### src/rtl/adder_tree_pipe.sv
// Pipelined adder tree: one register stage per tree level, then an accumulate stage
// that folds successive tree sums into one frame result under valid/ready flow control.
module adder_tree_pipe #(
    parameter int NUM_IN   = 8,
    parameter int WIDTH    = 28,
    parameter int SIGNED   = 0,
    parameter int ACC_BITS = 4,
    localparam int LEVELS  = $clog2(NUM_IN),
    localparam int OUT_W   = WIDTH + LEVELS + ACC_BITS
) (
    input  logic                    clk,
    input  logic                    rst,
    input  logic                    in_valid,
    output logic                    in_ready,
    input  logic [NUM_IN*WIDTH-1:0] in_data,
    input  logic                    in_last,
    output logic                    out_valid,
    input  logic                    out_ready,
    output logic [OUT_W-1:0]        out_sum
);

    localparam bit SGN = (SIGNED != 0);
    localparam int TW  = WIDTH + LEVELS;

    // Handshake: a beat moves on an edge where in_valid && in_ready. The whole pipe
    // advances together whenever the output register is empty or being drained, so
    // in_ready is a pure function of out_valid and out_ready.
    logic adv;
    logic accept;

    logic [LEVELS:0] vld_q;
    logic [LEVELS:0] vld_d;
    logic [LEVELS:0] lst_q;
    logic [LEVELS:0] lst_d;

    logic [OUT_W-1:0] acc_q;
    logic [OUT_W-1:0] acc_d;
    logic [OUT_W-1:0] sum_q;
    logic [OUT_W-1:0] sum_d;
    logic             out_valid_q;
    logic             out_valid_d;

    logic [TW-1:0]    tree_sum;
    logic [OUT_W-1:0] tree_ext;

    assign adv      = !out_valid_q || out_ready;
    assign accept   = in_valid && adv;
    assign in_ready = adv;

    assign vld_d = {vld_q[LEVELS-1:0], accept};
    assign lst_d = {lst_q[LEVELS-1:0], in_last};

    // Level k holds NUM_IN>>k partial sums of WIDTH+k bits each; level 0 is the input register.
    for (genvar k = 0; k <= LEVELS; k++) begin : g_lvl
        localparam int N = NUM_IN >> k;
        localparam int W = WIDTH + k;

        logic [N*W-1:0] data_q;
        logic [N*W-1:0] data_d;

        if (k == 0) begin : g_in
            assign data_d = in_data;
        end else begin : g_sum
            localparam int PW = W - 1;
            for (genvar i = 0; i < N; i++) begin : g_pair
                logic [PW-1:0] a;
                logic [PW-1:0] b;
                assign a = g_lvl[k-1].data_q[(2*i)*PW +: PW];
                assign b = g_lvl[k-1].data_q[(2*i+1)*PW +: PW];
                // One extra bit per level keeps every pairwise sum exact.
                assign data_d[i*W +: W] = {SGN & a[PW-1], a} + {SGN & b[PW-1], b};
            end
        end

        always_ff @(posedge clk) begin
            if (adv) begin
                data_q <= data_d;
            end
        end
    end

    assign tree_sum = g_lvl[LEVELS].data_q;

    if (ACC_BITS > 0) begin : g_ext
        assign tree_ext = {{ACC_BITS{SGN & tree_sum[TW-1]}}, tree_sum};
    end else begin : g_noext
        assign tree_ext = tree_sum;
    end

    // Last bits travel with the data and need no reset; only valid bits do.
    always_ff @(posedge clk) begin
        if (adv) begin
            lst_q <= lst_d;
        end
    end

    always_comb begin
        acc_d       = acc_q;
        sum_d       = sum_q;
        out_valid_d = out_valid_q;
        if (adv) begin
            out_valid_d = 1'b0;
            if (vld_q[LEVELS]) begin
                if (lst_q[LEVELS]) begin
                    sum_d       = acc_q + tree_ext;
                    acc_d       = '0;
                    out_valid_d = 1'b1;
                end else begin
                    acc_d = acc_q + tree_ext;
                end
            end
        end
    end

    always_ff @(posedge clk) begin
        if (rst) begin
            vld_q       <= '0;
            acc_q       <= '0;
            sum_q       <= '0;
            out_valid_q <= 1'b0;
        end else begin
            if (adv) begin
                vld_q <= vld_d;
            end
            acc_q       <= acc_d;
            sum_q       <= sum_d;
            out_valid_q <= out_valid_d;
        end
    end

    assign out_valid = out_valid_q;
    assign out_sum   = sum_q;

endmodule

### config.mk
export PLATFORM = sky130hd
export DESIGN_NAME = adder_tree_pipe
export DESIGN_NICKNAME = d
export VERILOG_FILES = /design/src/rtl/adder_tree_pipe.sv
export SDC_FILE = /design/constraint.sdc
export NUM_CORES = 1
export LEC_CHECK = 0
export CAP_MARGIN = 20
export CORE_MARGIN = 2
export CORE_UTILIZATION = 35
export DETAILED_ROUTE_END_ITERATION = 10
export DONT_BUFFER_PORTS = 1
export GPL_TIMING_DRIVEN = 0
export PLACE_DENSITY = 0.48
export SKIP_LAST_GASP = 1
export SLEW_MARGIN = 20
export SYNTH_ARGS = -nofsm -noshare
export SYNTH_HDL_FRONTEND = slang
export SYNTH_SLANG_ARGS = --single-unit
### constraint.sdc
create_clock -name clk -period 60.1 [get_ports clk]
set_input_delay 12.02 -clock clk [delete_from_list [all_inputs] [get_ports clk]]
set_output_delay 12.02 -clock clk [all_outputs]
set_load 0.01 [all_outputs]
# --- Word level (Yosys, flattened, before mapping) ---
# Cells that the tools add are included.
# Widths: inputs -> output; s select.
word_totals:
  regBits: 510
  latch_bits: 0
  mem_bits_rw: 0
  mem_bits_ro: 0
  n_memories: 0
classes:
  n_addsub: 8
  n_mul: 0
  n_div: 0
  order_cmp: 0
  n_eq_ne: 0
  shifts: 0
  n_mux: 3
  bitwise: 0
  reduce_logical: 5
ops:
  columns: ["op", "n"]
  rows:
  - ["$add 28x28->29", 4]
  - ["$add 29x29->30", 2]
  - ["$add 35x31->35", 1]
  - ["$mux 35", 1]
  - ["$add 30x30->31", 1]
  - ["$reduce_and 3->1", 1]
  - ["$mux 1", 2]
  - ["$reduce_and 2->1", 1]
  - ["$logic_and 1x1->1", 1]
  - ["$logic_not 1->1", 1]
  - ["$logic_or 1x1->1", 1]

# --- Longest topological paths before layout ---
# Gate-level depths: netlist (run 1).
logic_depth:
  word_depth: 3
  depth_mapped: 10
  depth_no_buf: 10

# --- Worst setup path after synthesis (run 1) ---
# No wires, ideal clock.
synth_path:
  path_kind: "input to output"
  startpoint: "in out_ready"
  endpoint: "out in_ready"
  arrival_ps: 24210
  setup_slack_ps: 23870
  stages: 2
  n_path_buf: 1
  cell_sequence: "nand2b_1 > clkbuf_1"
synth_via:
  elab_chain_len: 1
synth_lines:
  columns: ["element", "line_no", "source"]
  rows:
  - ["start, declared", "18", "input logic out_ready,"]
  - ["$logic_or 1x1->1", "46", "assign adv = !out_valid_q || out_ready;"]
  - ["end, declared", "14", "output logic in_ready,"]
# No other way between the ends.

# --- Worst setup path after layout (run 1) ---
# Same ends and word-level chain as after synthesis.

==> results of run 1 <==
==> cell usage in the layout (no fill, tap or decap), drive strengths merged, types with 28 or more instances in the layout <==
| cell | netlist | final |
|---|---|---|
| edfxtp | 435 | 435 |
| a211oi | 48 | 48 |
| a31oi | 28 | 28 |
| ha | 231 | 231 |
| nor2 | 176 | 176 |
| xnor2 | 118 | 118 |
| inv | 49 | 52 |
| xor2 | 60 | 60 |
| a21oi | 213 | 213 |
| nand2 | 165 | 165 |
| nor3 | 58 | 58 |
| nand3 | 42 | 42 |
| nand2b | 28 | 28 |
| dfxtp | 75 | 75 |
| a21o | 88 | 88 |
| o21a | 45 | 45 |
| clkbuf | 46 | 121 |
| o21ai | 127 | 127 |
==> cell type report <==
type                    count  area share [%]
inverters                  49           0.597
plain buffers              49           0.613
multi-input cells        1752            39.9
flip-flops and latches    510            47.3
well taps                1040            4.22
clock inverters            37            1.28
repair buffers              8           0.666
clock buffers              75            5.39
diodes                      1         0.00812
==> stage by stage <==
stage	power [uW]	hold slack, ns
after global routing	1410	0.449
after global placement	947	0.415
after detailed placement	952	0.410
final	1320	0.425
after floorplan	830	0.400
after CTS	1340	0.429
==> power breakdown <==
group | switching (uW) | leakage [uW] | total [uW] | internal, uW
Combinational | 258 | 0.00584 | 439 | 181
Clock | 149 | 0.00100 | 375 | 225
Sequential | 32.3 | 0.00521 | 504 | 472
==> worst paths after layout <==
check / endpoint / slack [ns] / cells after the start
setup / recovery: in_ready / 34.63 / 4
hold / removal: lst_q[1]$_DFFE_PN_ / 0.42 / 0
setup reg to reg: g_lvl[3].data_q[26]$_DFFE_PN_ / 56.47 / 10
hold reg to reg: lst_q[1]$_DFFE_PN_ / 0.42 / 0
==> Yosys cell counts (28+ instances only) <==
master,count,share of area (%)
o21ai_0,107,2.0
clkbuf_1,46,0.63
nor3_1,58,1.1
xor2_1,60,1.9
nand2_1,165,2.3
xnor2_1,118,3.8
dfxtp_1,75,5.5
a211oi_1,46,1.3
a21o_1,85,2.3
ha_1,231,11
nand3_1,42,0.77
edfxtp_1,435,48
nor2_1,176,2.4
o21a_1,45,1.2
nand2b_1,28,0.64
inv_1,49,0.68
a21oi_1,211,3.9
==> sequential cells by signal (all words and copies together) (netlist names) <==
signal and flops:
lst_q 4, vld_q 4, out_valid 1, acc_q 35, out_sum 35, g_lvl.data_q 431
==> cells by family after synthesis <==
family	Yosys count	synth area share, %
multiplexers	7	0.262
XOR/XNOR	178	5.72
AO/OA/AOI/OAI	711	17.1
buffers and inverters	98	1.36
adder cells (fa/ha/maj)	239	11.2
AND/OR/NAND/NOR	617	10.9
flip-flops	510	53.5
==> metal layers <==
layer / vias up / track usage [%] / wire length, um
met5: - / 0 / 0
met4: 0 / 4.12 / 1260
met3: 83 / 2.37 / 2580
met2: 397 / 26.4 / 30500
met1: 8799 / 21.2 / 29600
li1: 9192 / - / -
==> results.sh, run 1 <==
export IMPL_yosys_warnings=0
export IMPL_track_usage_pct=15.7
export IMPL_hpwl_um=49200
export IMPL_grt_pass1_wl_um=102000
export IMPL_slew_violations=0
export IMPL_die_x_um=283
export IMPL_htreeDepth=2
export IMPL_synthArstFlopShare_pct=0
export IMPL_fmax_ghz=0.0393
export IMPL_final_area_um2=30800
export IMPL_crit_top_cell="buf_16"
export IMPL_dp_cells=3408
export IMPL_ys_flop_type="edfxtp_1"
export IMPL_synth_nets=2828
export IMPL_dpl_instance_area_um2=28700
export IMPL_cts_tree="built"
export IMPL_cellLeakagePower_uw=0.0120
export IMPL_grt_max_degree=63
export IMPL_multiInputGateArea_um2=12300
export IMPL_core_um2=77200
export IMPL_nets=2899
export IMPL_outcome="complete, no violations"
export IMPL_period_needed_ns=25.47
export IMPL_insertion_delay_ns=0.63
export IMPL_drc=0
export IMPL_skew_ns=0.0309
export IMPL_antenna_found_initial=1
export IMPL_ir_worst_vdd_v=0.0000231
export IMPL_crit_slowest_cell="clkbuf_4"
export IMPL_seq_area_um2=14600
export IMPL_place_ws_ns=34.61
export IMPL_area_growth_pct=13.1
export IMPL_grt_pass1_vias=18308
export IMPL_port_buffers=0
export IMPL_synth_area_um2=27200
export IMPL_cts_setup_buffers=0
export IMPL_hold_start="lst_q[0]$_DFFE_PN_"
export IMPL_ant_nets=0
export IMPL_ioPinCount=266
export IMPL_avgSynthCellArea_um2=11.5
export IMPL_max_slew_margin_pct=37.4
export IMPL_hold_path_class="reg2reg"
export IMPL_route_vias_total=18471
export IMPL_rsz0062_at_grt="false"
export IMPL_hold_viol=0
export IMPL_wl_um=64000
export IMPL_clockBufferDepth=3
export IMPL_layout_drive_gt1_share_pct=5.60
export IMPL_path_clk_slew_ns=0.06
export IMPL_overflow=0
export IMPL_worst_ep_arrival_time_ns=13.45
export IMPL_dieArea_um2=80100
export IMPL_start_kind="input pin"
export IMPL_power_density_nw_per_um2=42.8
export IMPL_cts_hold_buffers=0
export IMPL_synth_edff_count=435
export IMPL_fin_crit_sh_pct=42.4
export IMPL_setup_tns_ns=0
export IMPL_final_cells=3521
export IMPL_first_pass_iters=5
export IMPL_critPathKind="in2out"
export IMPL_fp_dieH_um=283
export IMPL_startpoint="out_ready"
export IMPL_wire_per_inst_um=18.2
export IMPL_finalWorstSetupSlack_ns=34.63
export IMPL_rr_startpoint="g_lvl[2].data_q[30]$_DFFE_PN_"
export IMPL_synth_cell_type_count=84
export IMPL_row_count=102
export IMPL_synth_seq_cells=510
export IMPL_max_stage_delay_ns=0.58
export IMPL_cts_made_buffers=61
export IMPL_critPathTopFamily="buffers and inverters"
export IMPL_final_util_pct=39.9
export IMPL_cts_resized=0
export IMPL_worst_path_buf_inv=3
export IMPL_fill_cells=7378
export IMPL_cp_max_fo=56
export IMPL_syn_inst=2360
export IMPL_cts_sinks=510
export IMPL_start_util_pct=35.3
export IMPL_place_gp_congestion=0.847
export IMPL_setup_viol=0
export IMPL_crit_required_ns=48.08
export IMPL_avgViaCountPerCell=5.25
export IMPL_cp_cell_sequence="nand2b_1, clkbuf_4, buf_16, buf_16"
export IMPL_drt_iter0_drc=1174
export IMPL_crit_path_end_kind="output pin"
export IMPL_maxCapViolCount=0
export IMPL_tightest_slew_ns=0.927
export IMPL_root_buffer="clkbuf_16"
export IMPL_synth_yosys_seq_area_share_pct=53.5
Note: power is estimated with default switching activity, not from simulation.
==> run 2: changes to the inputs <==
Clock period 60.1 ns to 24.8 ns, I/O delays scaled along.
==> results of run 2 <==
The final DEF is identical to that of run 1. Status: complete, no violations.
Main changes from that run: setup slack after placement 34.61 ns -> 13.43 ns; setup slack after layout 34.63 ns -> 13.45 ns; register-to-register setup slack 56.47 ns -> 21.17 ns; total power 1320 uW -> 3190 uW; worst IR drop on VDD 0.0000231 V -> 0.0000560 V
